`src/rtl/tape_decoder.sv`:
```
// rtl/tape_decoder.sv - ZX81 tape pulse-train decoder recovering bytes from tape_in
//
// Ports:
//   clk         500 kHz system clock
//   rst_n       asynchronous active-low reset
//   tape_in     raw tape level, asynchronous to clk
//   enable      decoder armed; low clears the decoder to idle on the next cycle
//   byte_data   last assembled byte (held until the next byte)
//   byte_valid  one-cycle strobe: byte_data / byte_addr / first_byte valid
//   byte_addr   RAM address of the current byte, 0-based within the file
//   first_byte  high with byte_valid for the filename byte (byte_addr == 0)
//   bit_error   one-cycle strobe on a bit with an illegal pulse count
//   file_done   one-cycle strobe at end of file
//   file_len    number of bytes in the last completed file
//   busy        file reception in progress
`timescale 1ns/1ps
module tape_decoder #(
  parameter int MIN_HIGH   = 20,
  parameter int GAP_CYCLES = 150,
  parameter int EOF_CYCLES = 10000
) (
  input  logic        clk,
  input  logic        rst_n,
  input  logic        tape_in,
  input  logic        enable,
  output logic [7:0]  byte_data,
  output logic        byte_valid,
  output logic [15:0] byte_addr,
  output logic        first_byte,
  output logic        bit_error,
  output logic        file_done,
  output logic [15:0] file_len,
  output logic        busy
);

  localparam logic [9:0]  MIN_H = 10'(MIN_HIGH);
  localparam logic [13:0] GAP_L = 14'(GAP_CYCLES);
  localparam logic [13:0] EOF_L = 14'(EOF_CYCLES);

  typedef enum logic [1:0] {IDLE, HIGH, LOW} state_t;
  state_t state, state_nxt;

  logic       sync1, sync2, level_d;
  logic       rise, fall;
  logic [9:0] hcnt;
  logic [13:0] lcnt;
  logic [4:0] pcnt;
  logic [2:0] bitcnt;
  logic [7:0] shreg;

  logic pulse_ok, bit_dec, eof_dec, bit_zero, bit_one;

  assign rise = sync2 & ~level_d;
  assign fall = ~sync2 & level_d;

  // A high shorter than MIN_H is a glitch: it neither counts nor restarts the gap.
  assign pulse_ok = (state == HIGH) && fall && (hcnt >= MIN_H);
  assign bit_dec  = (state == LOW) && (lcnt == GAP_L) && (pcnt != 5'd0);
  assign eof_dec  = (state == LOW) && (lcnt == EOF_L);
  assign bit_zero = (pcnt >= 5'd3) && (pcnt <= 5'd5);
  assign bit_one  = (pcnt >= 5'd7) && (pcnt <= 5'd11);

  always_ff @(posedge clk or negedge rst_n) begin
    if (!rst_n) state <= IDLE;
    else        state <= state_nxt;
  end

  always_comb begin
    state_nxt = state;
    case (state)
      IDLE:    if (rise) state_nxt = HIGH;
      HIGH:    if (fall) state_nxt = LOW;
      LOW: begin
        if (eof_dec)   state_nxt = IDLE;
        else if (rise) state_nxt = HIGH;
      end
      default: state_nxt = IDLE;
    endcase
    if (!enable) state_nxt = IDLE;
  end

  always_ff @(posedge clk or negedge rst_n) begin
    if (!rst_n) begin
      sync1      <= 1'b0;
      sync2      <= 1'b0;
      level_d    <= 1'b0;
      hcnt       <= '0;
      lcnt       <= '0;
      pcnt       <= '0;
      bitcnt     <= '0;
      shreg      <= '0;
      byte_data  <= '0;
      byte_valid <= 1'b0;
      byte_addr  <= '0;
      first_byte <= 1'b0;
      bit_error  <= 1'b0;
      file_done  <= 1'b0;
      file_len   <= '0;
      busy       <= 1'b0;
    end else begin
      sync1      <= tape_in;
      sync2      <= sync1;
      level_d    <= sync2;
      byte_valid <= 1'b0;
      first_byte <= 1'b0;
      bit_error  <= 1'b0;
      file_done  <= 1'b0;
      if (!enable) begin
        hcnt      <= '0;
        lcnt      <= '0;
        pcnt      <= '0;
        bitcnt    <= '0;
        shreg     <= '0;
        byte_addr <= '0;
        busy      <= 1'b0;
      end else begin
        // Address advances the cycle after the strobe so the strobe carries the old value.
        if (byte_valid) byte_addr <= byte_addr + 16'd1;
        case (state)
          IDLE: if (rise) hcnt <= '0;
          HIGH: begin
            if (fall) begin
              if (pulse_ok) begin
                if (pcnt != 5'd31) pcnt <= pcnt + 5'd1;
                lcnt <= '0;
                busy <= 1'b1;
              end
            end else if (hcnt != 10'h3FF) begin
              hcnt <= hcnt + 10'd1;
            end
          end
          LOW: begin
            if (eof_dec) begin
              // Partial byte is dropped silently at end of file.
              lcnt   <= '0;
              pcnt   <= '0;
              bitcnt <= '0;
              shreg  <= '0;
              if (busy) begin
                file_done <= 1'b1;
                file_len  <= byte_addr;
                byte_addr <= '0;
                busy      <= 1'b0;
              end
            end else if (rise) begin
              hcnt <= '0;
            end else begin
              if (lcnt != 14'h3FFF) lcnt <= lcnt + 14'd1;
              if (bit_dec) begin
                pcnt <= '0;
                if (bit_zero || bit_one) begin
                  shreg <= {shreg[6:0], bit_one};
                  if (bitcnt == 3'd7) begin
                    byte_valid <= 1'b1;
                    byte_data  <= {shreg[6:0], bit_one};
                    first_byte <= (byte_addr == 16'd0);
                    bitcnt     <= '0;
                  end else begin
                    bitcnt <= bitcnt + 3'd1;
                  end
                end else begin
                  bit_error <= 1'b1;
                  shreg     <= '0;
                  bitcnt    <= '0;
                end
              end
            end
          end
          default: ;
        endcase
      end
    end
  end

endmodule

```
`config.mk`:
```
export PLATFORM = sky130hd
export DESIGN_NAME = tape_decoder
export DESIGN_NICKNAME = d
export VERILOG_FILES = /design/src/rtl/tape_decoder.sv
export SDC_FILE = /design/constraint.sdc
export NUM_CORES = 1
export LEC_CHECK = 0
export CORE_MARGIN = 1
export CORE_UTILIZATION = 30
export DETAILED_ROUTE_END_ITERATION = 10
export HOLD_SLACK_MARGIN = 0.08
export PLACE_DENSITY = 0.48
export REMOVE_ABC_BUFFERS = 1
export SYNTH_ARGS = -nofsm -noshare
export SYNTH_HDL_FRONTEND = slang
export SYNTH_SLANG_ARGS = --single-unit
```
`constraint.sdc`:
```
create_clock -name clk -period 3.05 [get_ports clk]
set_input_delay 0.4575 -clock clk [delete_from_list [all_inputs] [get_ports clk]]
set_output_delay 0.4575 -clock clk [all_outputs]
set_load 0.005 [all_outputs]
```
==> run metrics <==
unrepaired setup endpoints after global routing false; horizontal die dimension between 100 and 150 um; total area of multi-input combinational cells ~2100 um2; drt first pass iters 4; GRT met3 Usage 0.0284; number of nets at the end of the flow between 400 and 500; initial drt markers between 150 and 200; critical path endpoint category flip-flop; remaining design rule violation count 0; port bufs 48; number of CTS-inserted buffers 9; I/O pin count between 40 and 50; detailed-route wire length per cell around 15 um; category of the most critical setup path flip-flop to flip-flop; total half-perimeter wirelength after legalization and detailed placement roughly 6900 um; cell area after placement between 5000 and 6000 um2; Post-synth EDFFs 0; wire length after detailed routing 9860 um; total count of max-transition violations in the final report 0; number of setup violations in the final report 0; Area Growth Syn to Fin 23.9%; share of cell area taken by muxes after synthesis 0.0647; site row count 44; largest family of logic cells by synthesized area simple AND/OR/NAND/NOR gates; Worst VDD drop 293 uV; GRT Total Usage 0.143; element type at the critical path start flip-flop; post-detailed-route via-to-cell ratio roughly 5.2; fmax roughly 400 MHz; layout cell share with drive strength beyond 1 0.126; register area roughly 2200 um2; synthesized flop and latch total between 80 and 90; count of distinct cell types in the synthesized netlist 60; worst hold-check path type input pin to asynchronous set/reset pin; number of nets with antenna violations after routing 0; number of antenna violations at the first check in global routing 0; Worst Max-Slew Pin Slew 758 ps; Syn Area/Cell roughly 11 um2; max-capacitance violation count 0; required time at the endpoint of the critical path around 3300 ps; depth of the CTS H-tree 3; area of all placed cells without fillers around 5500 um2; chip height 124 um; Final period util 0.832; Synth Flop Type sky130_fd_sc_hd__dfrtp_1; Leak 2.37 nW; top library cells by usage in the layout, fill and taps aside sky130_fd_sc_hd__dfrtp_1 (89), sky130_fd_sc_hd__clkdlybuf4s50_1 (47), sky130_fd_sc_hd__nor2_1 (38), sky130_fd_sc_hd__nand2_1 (34), sky130_fd_sc_hd__nand3_1 (23); fraction of registers with async set/reset 1.00; busiest grt layer met2; post-synth design cell area around 4400 um2; portion of the post-synthesis area used by sequential elements 0.501; share of synthesized cell area in full adder, half adder and majority cells 0.0366; number of filler cells placed in the layout between 1000 and 1500; run status finished, final reports clean; post-route setup TNS 0 ps; setup fix buffers added after clock tree synthesis 0; largest net degree at the start of global routing 57; slack of the worst reg-to-reg path approximately 500 ps; routability congestion estimate from global placement a little over 0.8; Final Hold Vio Count 0; Synth Area in Compound Gates 0.125; count of antenna diodes in the layout 0; clock tree from TritonCTS built; hold_buf cts 0; Final min period roughly 2500 ps; Core Region 14500 um2; headroom to the max-slew limit 0.494; post-synthesis xor/xnor area fraction 0.0354; via count 3449; clock input transition at the sequential cells of the worst setup and hold paths approximately 60 ps; wire length of the first global-routing pass 16600 um; clock network latency to the later pin of the worst-skew pair between 300 and 400 ps; GR Layer Usage met2 0.220; via count of the first global-routing pass 3280; area enclosed by the die boundary 15300 um2; number of clock sinks seen by CTS just under 90; maximum buffer depth of the clock tree 2; fraction of met1 tracks used by global routing 0.191; number of cells produced by synthesis 423; critical path fanouts, max 9; Post-Synth Simple-Gate Area 0.212; Initial Util 0.307; clock root buffer master sky130_fd_sc_hd__clkbuf_16; Worst Clk Skew 7.74 ps; global-route congestion overflow total 0; Pwr Density roughly 490 nW/um2; CP arrival about 2800 ps; most frequent standard cell in the layout excluding fill and tap cells sky130_fd_sc_hd__dfrtp_1; Synth Warn # 0
-- cells in the mapped netlist (all sizes together), types with 2 or more instances --
master | count | area [um2]
inv | 15 | 56.3
nand2b | 7 | 43.8
a21oi | 13 | 65.1
nor3b | 3 | 22.5
nor2 | 38 | 143
and3 | 12 | 75.1
o21ai | 16 | 83.8
or4 | 9 | 67.6
a211o | 4 | 35.0
a22o | 10 | 87.6
clkbuf | 7 | 26.3
nor4 | 4 | 40.0
a32o | 2 | 20.0
nand4 | 11 | 90.1
nor2b | 2 | 12.5
xnor2 | 9 | 78.8
mux2i | 4 | 40.0
dfrtp | 89 | 2230
a211oi | 2 | 15.0
nor4b | 2 | 17.5
or2 | 5 | 31.3
mux2 | 22 | 248
buf | 6 | 33.8
nand2 | 34 | 128
or4b | 2 | 23.8
xor2 | 9 | 78.8
nand3 | 23 | 115
a31oi | 3 | 18.8
nor3 | 10 | 50.1
o22ai | 3 | 18.8
a21o | 3 | 22.5
o31ai | 8 | 60.1
ha | 13 | 163
or3 | 5 | 31.3
-- worst max-delay path, stage by stage, from the launching register on --
cell and delay (ps):
sky130_fd_sc_hd__dfrtp_1 430, sky130_fd_sc_hd__inv_1 100, sky130_fd_sc_hd__ha_1 160, sky130_fd_sc_hd__or4bb_1 460
sky130_fd_sc_hd__nor4_4 150, sky130_fd_sc_hd__buf_4 220, sky130_fd_sc_hd__or2_2 260, sky130_fd_sc_hd__o21ba_2 270
sky130_fd_sc_hd__mux2_2 360
-- sequential cells by signal (all words and copies together) (netlist names), 2 cells and up --
name,flops
pcnt,5
byte_addr,16
file_len,16
shreg,7
hcnt,10
lcnt,14
bitcnt,3
state,2
byte_data,8
-- final timing paths --
path,from,endpoint,cells after the start
min,rst_n,file_len[7]$_DFFE_PN0P_,1
max,lcnt[0]$_DFFE_PN0P_,pcnt[4]$_DFFE_PN0P_,8
min in group clk,sync1$_DFF_PN0_,sync2$_DFF_PN0_,0
max in group asynchronous,rst_n,file_len[9]$_DFFE_PN0P_,2
min reg2reg,sync1$_DFF_PN0_,sync2$_DFF_PN0_,0
max reg2reg,lcnt[0]$_DFFE_PN0P_,pcnt[4]$_DFFE_PN0P_,8
-- kinds of logic (layout without fill, tap and decap cells) --
kind of cell	count (synthesis)	count (layout)
muxes	26	26
adders and majority gates	13	13
xor gates and xnor gates	18	18
DFF	89	89
and+or+nand+nor	173	173
buffers and inverters	28	89
AOI/OAI and AO/OA	76	76
-- cell type report --
type,count,area share
sequential,89,0.404
timing repair buffer,58,0.103
clock buffer,12,0.0447
tap,184,0.0418
clock inverter,4,0.0138
inverter,15,0.0102
multi-input combinational,306,0.383
-- metal layers --
layer,up-vias,share of wire
met4,0,0.013
met1,1710,0.49
met2,68,0.46
met5,-,0
li1,1659,-
met3,12,0.037
-- report_power, final --
group | switching (mW) | internal [mW] | leakage, nW
clock network | 0.460 | 0.742 | 0.153
logic | 0.144 | 0.106 | 0.982
registers | 0.0443 | 1.20 | 1.23
-- per-stage QoR --
stage                     instances  power [mW]   util  hold slack (ps)  setup slack [ps]
after floorplan                 410        1.41      -              162               579
after global placement          652        1.52  0.358              334               358
after detailed placement        652        1.52  0.358              341               228
after CTS                       668        2.75  0.380              209               212
after global routing            668        2.83  0.381              247               354
final                           668        2.70  0.381              171               512
-- repair_timing --
action	CTS	global route
gates resized for setup	0	1
hold endpoints to repair	0	0
endpoints found under the setup margin	0	8
Note: power is estimated with default switching activity, not from simulation.
